$ cat config.mk
export PLATFORM = sky130hd
export DESIGN_NAME = register_file_flat
export DESIGN_NICKNAME = d
export VERILOG_FILES = /design/src/rtl/register_file_if.sv /design/src/rtl/register_file.sv /design/src/flat_wrapper.sv
export SDC_FILE = /design/constraint.sdc
export NUM_CORES = 2
export LEC_CHECK = 0
export BUFFER_PORTS_ARGS = -buffer_cell sky130_fd_sc_hd__buf_4
export CORE_UTILIZATION = 35
export DETAILED_ROUTE_END_ITERATION = 12
export MAX_ROUTING_LAYER = met4
export PLACE_DENSITY = 0.5
export SYNTH_ARGS = -nofsm -noshare
export SYNTH_HDL_FRONTEND = slang
export SYNTH_SLANG_ARGS = --single-unit
$ cat constraint.sdc
create_clock -name clk -period 4.17 [get_ports clk]
set_clock_uncertainty 0.1 [all_clocks]
set_input_delay 0.6255 -clock clk [delete_from_list [all_inputs] [get_ports clk]]
set_output_delay 0.6255 -clock clk [all_outputs]
set_load 0.01 [all_outputs]
$ cat src/rtl/register_file_if.sv
`default_nettype none
// ============================================================================
// Module   : register_file_if
// Purpose  : Bus bundle for the integer register file: read/write ports,
//            PC control and halt-flag control.
// Revision : 1.0 - initial release
// ============================================================================
interface register_file_if #(
    parameter int XLEN = 64
);
    logic [4:0]      rs1_addr;
    logic [4:0]      rs2_addr;
    logic [XLEN-1:0] rs1_data;
    logic [XLEN-1:0] rs2_data;
    logic [4:0]      rd_addr;
    logic [XLEN-1:0] rd_data;
    logic            rfile_we;
    logic [XLEN-1:0] pc;
    logic [XLEN-1:0] pc_write_data;
    logic            pc_we;
    logic            pc_increment;
    logic            ebreak_set;
    logic            ebreak_clear;

    modport master (
        output rs1_addr, rs2_addr, rd_addr, rd_data, rfile_we,
               pc_write_data, pc_we, pc_increment, ebreak_set, ebreak_clear,
        input  rs1_data, rs2_data, pc
    );

    modport slave (
        input  rs1_addr, rs2_addr, rd_addr, rd_data, rfile_we,
               pc_write_data, pc_we, pc_increment, ebreak_set, ebreak_clear,
        output rs1_data, rs2_data, pc
    );
endinterface
`default_nettype wire

$ cat src/rtl/register_file.sv
`default_nettype none
// ============================================================================
// Module   : register_file
// Purpose  : Integer register file (x0 hardwired to zero, two async read
//            ports, one write port) with program counter and halt flag.
// Revision : 1.0 - initial release
// ============================================================================
module register_file #(
    parameter int XLEN     = 64,
    parameter int NUM_REGS = 32
) (
    input  logic           clk,
    input  logic           rst,
    register_file_if.slave rf
);
    localparam logic [XLEN-1:0] c_pc_step = XLEN'(4);

    logic [XLEN-1:0] r_regs [NUM_REGS];
    logic [XLEN-1:0] r_pc;
    logic            r_halt;
    logic [XLEN-1:0] w_rs1;
    logic [XLEN-1:0] w_rs2;
    logic            w_wr_en;

    // x0 and indices beyond NUM_REGS read as zero; no bypass from the write port
    always_comb begin
        w_rs1 = '0;
        if (rf.rs1_addr != 5'd0 && 32'(rf.rs1_addr) < NUM_REGS) begin
            w_rs1 = r_regs[rf.rs1_addr];
        end
    end

    always_comb begin
        w_rs2 = '0;
        if (rf.rs2_addr != 5'd0 && 32'(rf.rs2_addr) < NUM_REGS) begin
            w_rs2 = r_regs[rf.rs2_addr];
        end
    end

    assign w_wr_en = rf.rfile_we && (rf.rd_addr != 5'd0) && (32'(rf.rd_addr) < NUM_REGS);

    always_ff @(posedge clk) begin
        if (rst) begin
            for (int i = 0; i < NUM_REGS; i++) begin
                r_regs[i] <= '0;
            end
        end else if (w_wr_en) begin
            r_regs[rf.rd_addr] <= rf.rd_data;
        end
    end

    // Increment gating uses the flag value before this edge
    always_ff @(posedge clk) begin
        if (rst) begin
            r_pc   <= '0;
            r_halt <= 1'b0;
        end else begin
            if (rf.pc_we) begin
                r_pc <= rf.pc_write_data;
            end else if (rf.pc_increment && !r_halt) begin
                r_pc <= r_pc + c_pc_step;
            end

            if (rf.ebreak_set) begin
                r_halt <= 1'b1;
            end else if (rf.ebreak_clear) begin
                r_halt <= 1'b0;
            end
        end
    end

    assign rf.rs1_data = w_rs1;
    assign rf.rs2_data = w_rs2;
    assign rf.pc       = r_pc;

endmodule
`default_nettype wire

$ cat src/flat_wrapper.sv
// flat-port wrapper written by rule: the top's interface ports become plain ports
module register_file_flat 
#(
    parameter int XLEN     = 64,
    parameter int NUM_REGS = 32
)
  (clk, rst, rf_rs1_addr, rf_rs2_addr, rf_rd_addr, rf_rd_data, rf_rfile_we, rf_pc_write_data, rf_pc_we, rf_pc_increment, rf_ebreak_set, rf_ebreak_clear, rf_rs1_data, rf_rs2_data, rf_pc);
  register_file_if #(.XLEN(XLEN)) rf_i ();
  input  logic clk;
  input  logic rst;
  input wire logic [$bits(rf_i.rs1_addr)-1:0] rf_rs1_addr;
  input wire logic [$bits(rf_i.rs2_addr)-1:0] rf_rs2_addr;
  input wire logic [$bits(rf_i.rd_addr)-1:0] rf_rd_addr;
  input wire logic [$bits(rf_i.rd_data)-1:0] rf_rd_data;
  input wire logic [$bits(rf_i.rfile_we)-1:0] rf_rfile_we;
  input wire logic [$bits(rf_i.pc_write_data)-1:0] rf_pc_write_data;
  input wire logic [$bits(rf_i.pc_we)-1:0] rf_pc_we;
  input wire logic [$bits(rf_i.pc_increment)-1:0] rf_pc_increment;
  input wire logic [$bits(rf_i.ebreak_set)-1:0] rf_ebreak_set;
  input wire logic [$bits(rf_i.ebreak_clear)-1:0] rf_ebreak_clear;
  output wire logic [$bits(rf_i.rs1_data)-1:0] rf_rs1_data;
  output wire logic [$bits(rf_i.rs2_data)-1:0] rf_rs2_data;
  output wire logic [$bits(rf_i.pc)-1:0] rf_pc;
  assign rf_i.rs1_addr = rf_rs1_addr;
  assign rf_i.rs2_addr = rf_rs2_addr;
  assign rf_i.rd_addr = rf_rd_addr;
  assign rf_i.rd_data = rf_rd_data;
  assign rf_i.rfile_we = rf_rfile_we;
  assign rf_i.pc_write_data = rf_pc_write_data;
  assign rf_i.pc_we = rf_pc_we;
  assign rf_i.pc_increment = rf_pc_increment;
  assign rf_i.ebreak_set = rf_ebreak_set;
  assign rf_i.ebreak_clear = rf_ebreak_clear;
  assign rf_rs1_data = rf_i.rs1_data;
  assign rf_rs2_data = rf_i.rs2_data;
  assign rf_pc = rf_i.pc;
  register_file #(.XLEN(XLEN), .NUM_REGS(NUM_REGS)) u_core (.clk(clk), .rst(rst), .rf(rf_i));
endmodule
==> metrics <==
status completed; Max FO, Critical Path 28; asr flop ratio synth 0%; H-tree depth 4; Num CTS Buffers 240; unrepaired setup endpoints after global routing no; final setup fails 0; vias in the first global route 71.6k; Fmax ~0.24 GHz; DRT Wirelength approximately 460 mm; wire per inst roughly 39 um; Min Hold Slack around 0.10 ns; Seq/Total Area, Yosys a little under three fifths; Critical path buffers and inverters 4; hpwl dp around 250 mm; WP data required between 3 and 4 ns; fin. max-slew vios 0; critical-path cell list buf_8 -> buf_12 -> buf_12 -> mux4_2 -> mux4_2 -> a22o_1 -> buf_4; placed instance count 11.3k; clock tree from TritonCTS done; Cell Count, Final, Fillers Out between 10k and 15k; Crit Path Class in -> out; Worst Path Arrival roughly 3.4 ns; Syn Std Cell Area roughly 0.11 mm2; Yosys Warn Count 0; TritonRoute pass-1 iters 5; Boundary Pins between 300 and 400; Core Region between 0.3 and 0.4 mm2; P_leak roughly 45 nW; Seq pwr share 47.0%; clk sinks between 2k and 2.5k; gr usage total between 20 and 30%; Synth Area per Inst between 15 and 20 um2; die span in y 567 um; first-pass GRT wire length 623 mm; Die ar. 0.321 mm2; Worst Tran Pin Value around 1.2 ns; Max Cap Viol 0; initial antenna violation count between 60 and 70; IO buf count between 300 and 400; via/cell ratio about 6.1; internal power a little under 40 mW; layout net count between 7k and 8k; Primary FF master, synth edfxtp_1; Skew-Pair Late Insertion Delay 0.92 ns; sw frac 25.8%; CP endpoint kind primary output; worst vdd ir 339 uV; Hold WC Path Type in -> reg; DRC Markers 0; Final GP Congestion between 0.8 and 0.9; clock share of power between 30% and 40%; Iter 0 DRT Violations roughly 10k; Final ANT Viol Nets 0; delay-heaviest family, CP buffers and inverters; Slowest Stage Delay on Critical Path about 0.55 ns; Slew HR 19.7%; Yosys reg bits approximately 2.1k; Cells after Synth roughly 7.1k; via count ~70k; Area growth syn-to-layout 17.0%; GR Overflow Total 0; critical path's slowest cell mux4_2; Initial Utilization around a third; Net Sw Power 13.8 mW; die width 567 um; CP Launch Type primary input; combinational share of power a little over an eighth; FP Rows about 210; Fin. Hold Viols 0; Clk pin slew, worst setup/hold paths approximately 0.060 ns; share of post-route cells with drive strength above 1 31.2%; Pwr Density 409 mW/mm2; Post-synth EDFFs 2,048; Tmin final a little over 4 ns; maximum clock path buffer count 4; Final period util between 90% and 100%; largest net degree at the start of global routing 100; clock root cell clkbuf_16; Synth cell types 60
layer usage:
layer  wire (um)  vias to the layer above  part of all wire (%)  GRT usage (%)
met5           0                        -                     0              -
met4       18800                        0                   4.1           11.7
met3       46900                      875                    10           5.55
met2      220000                     4684                    48           46.2
met1      175000                    38200                    38           36.8
li1            -                    28200                     -              -
worst paths after layout:
path              cells past startpoint             from                  end  slack [ns]
setup / recovery                      7   rf_rs2_addr[0]      rf_rs2_data[63]        0.04
hold / removal                        2    rf_rd_data[8]  u_core.r_regs[2][8]        0.10
setup reg to reg                      7  u_core.rf.pc[2]     u_core.rf.pc[48]        1.26
hold reg to reg                       2  u_core.rf.pc[1]      u_core.rf.pc[1]        0.41
cells in the final DEF, fill, tap and decap left out, types with 36 or more instances in the layout:
master	netlist	routed
a211oi_1	56	55
a21oi_1	48	48
a22o_1	62	62
and2_1	1988	1988
buf_12	0	180
buf_4	2	533
clkbuf_1	605	50
clkbuf_16	0	245
clkinv_1	1	65
clkinv_2	0	49
conb_1	1	64
dfxtp_1	65	65
diode_2	0	80
dlygate4sd3_1	0	66
edfxtp_1	2048	2048
inv_1	56	56
mux2_2	73	73
mux2i_1	93	93
mux4_2	1169	1169
nand2_1	94	94
nor2_1	119	87
nor2b_1	37	36
o21ai_0	58	58
Yosys cell counts, types with 3 or more instances:
cell type	instances	area, um2
edfxtp_1	2048	61500
and2_1	1988	12400
mux4_2	1169	26300
clkbuf_1	605	2270
nor2_1	119	447
buf_1	94	353
nand2_1	94	353
mux2i_1	93	931
buf_2	75	375
mux2_2	73	822
dfxtp_1	65	1300
a22o_1	62	543
o21ai_0	58	290
a211oi_1	56	420
inv_1	56	210
a21oi_1	48	240
nor2b_1	37	231
or2_2	37	231
nand3_1	27	135
nand4_1	26	163
o221ai_1	21	184
nor3_1	20	100
a2111oi_0	19	166
xor2_1	18	158
a221oi_1	16	140
o211ai_1	16	120
a311oi_1	15	131
nor4_1	15	93.8
xnor2_1	14	123
or3_1	12	75.1
and4_1	11	96.3
and3_1	10	62.6
nor4b_1	9	78.8
o22ai_1	9	56.3
nand2b_1	7	43.8
nand3b_1	6	45.0
or4_1	6	45.0
o21a_1	4	30.0
a221o_1	3	30.0
a22oi_1	3	22.5
o32ai_1	3	26.3
final cells by class:
| class | instances | area, um2 |
|---|---|---|
| Inverter | 57 | 214 |
| Antenna cell | 80 | 200 |
| Clock inverter | 149 | 1240 |
| Fill cell | 28400 | 185000 |
| Tap cell | 4160 | 5200 |
| Clock buffer | 295 | 6320 |
| Timing Repair Buffer | 788 | 8400 |
| Sequential cell | 2113 | 62800 |
| Multi-Input combinational cell | 4207 | 46200 |
state kept, by name, summed over array words and instances, names as in the netlist:
| register | cells |
|---|---|
| u_core.r_halt | 1 |
| u_core.r_regs | 2048 |
| u_core.rf.pc | 64 |
worst register-to-register path, delay by kind of cell (launching register included):
kind | cells | cell delay (ns)
fa+ha+maj | 1 | 0.23
flops | 1 | 0.46
simple gates | 4 | 1.47
buf+inv | 1 | 0.19
compound gates | 1 | 0.35
through the flow:
step / setup slack [ns] / power, mW / instance area [um2] / utilization [%] / TNS (ns)
2_1_floorplan: 0.575 / 29.2 / 112000 / - / 0
3_3_place_gp: -0.0265 / 32.6 / 122000 / 38.6 / -0.0265
3_5_place_dp: -0.00222 / 32.7 / 122000 / 38.6 / -0.00222
4_1_cts: 0.0145 / 53.6 / 130000 / 41.2 / 0
5_1_grt: 0.00514 / 54.7 / 130000 / 41.3 / 0
6_report: 0.0374 / 53.4 / 131000 / 41.3 / 0
power by group through the flow:
stage / sequential [mW] / clock [mW] / combinational, mW
global route: 25.2 / 22.1 / 7.45
finish: 25.1 / 21.1 / 7.25
detailed placement: 25.5 / 0 / 7.17
floorplan: 25.3 / 0 / 3.91
CTS: 25.1 / 21.3 / 7.23
global placement: 25.4 / 0 / 7.16
logic make-up (layout without fill, tap and decap cells):
group                    Yosys count  count (layout)  share of synthesized area, %
AO/OA/AOI/OAI                    342             342                          2.22
buffers and inverters            834            1289                          2.90
flip-flops                      2113            2113                          56.3
adder cells (fa/ha/maj)            1               1                        0.0112
other                              1             144                       0.00336
XOR/XNOR                          32              32                         0.251
multiplexers                    1335            1335                          25.2
AND/OR/NAND/NOR                 2433            2433                          13.2
repair_timing:
item,4_1_cts,5_1_grt
buffers inserted,0,0
setup endpoints to repair,1,1
hold buffers,66,0
cloned,0,0
hold endpoints to repair,65,0
gates resized for setup,1,1
(Power assumes the default switching activity.)
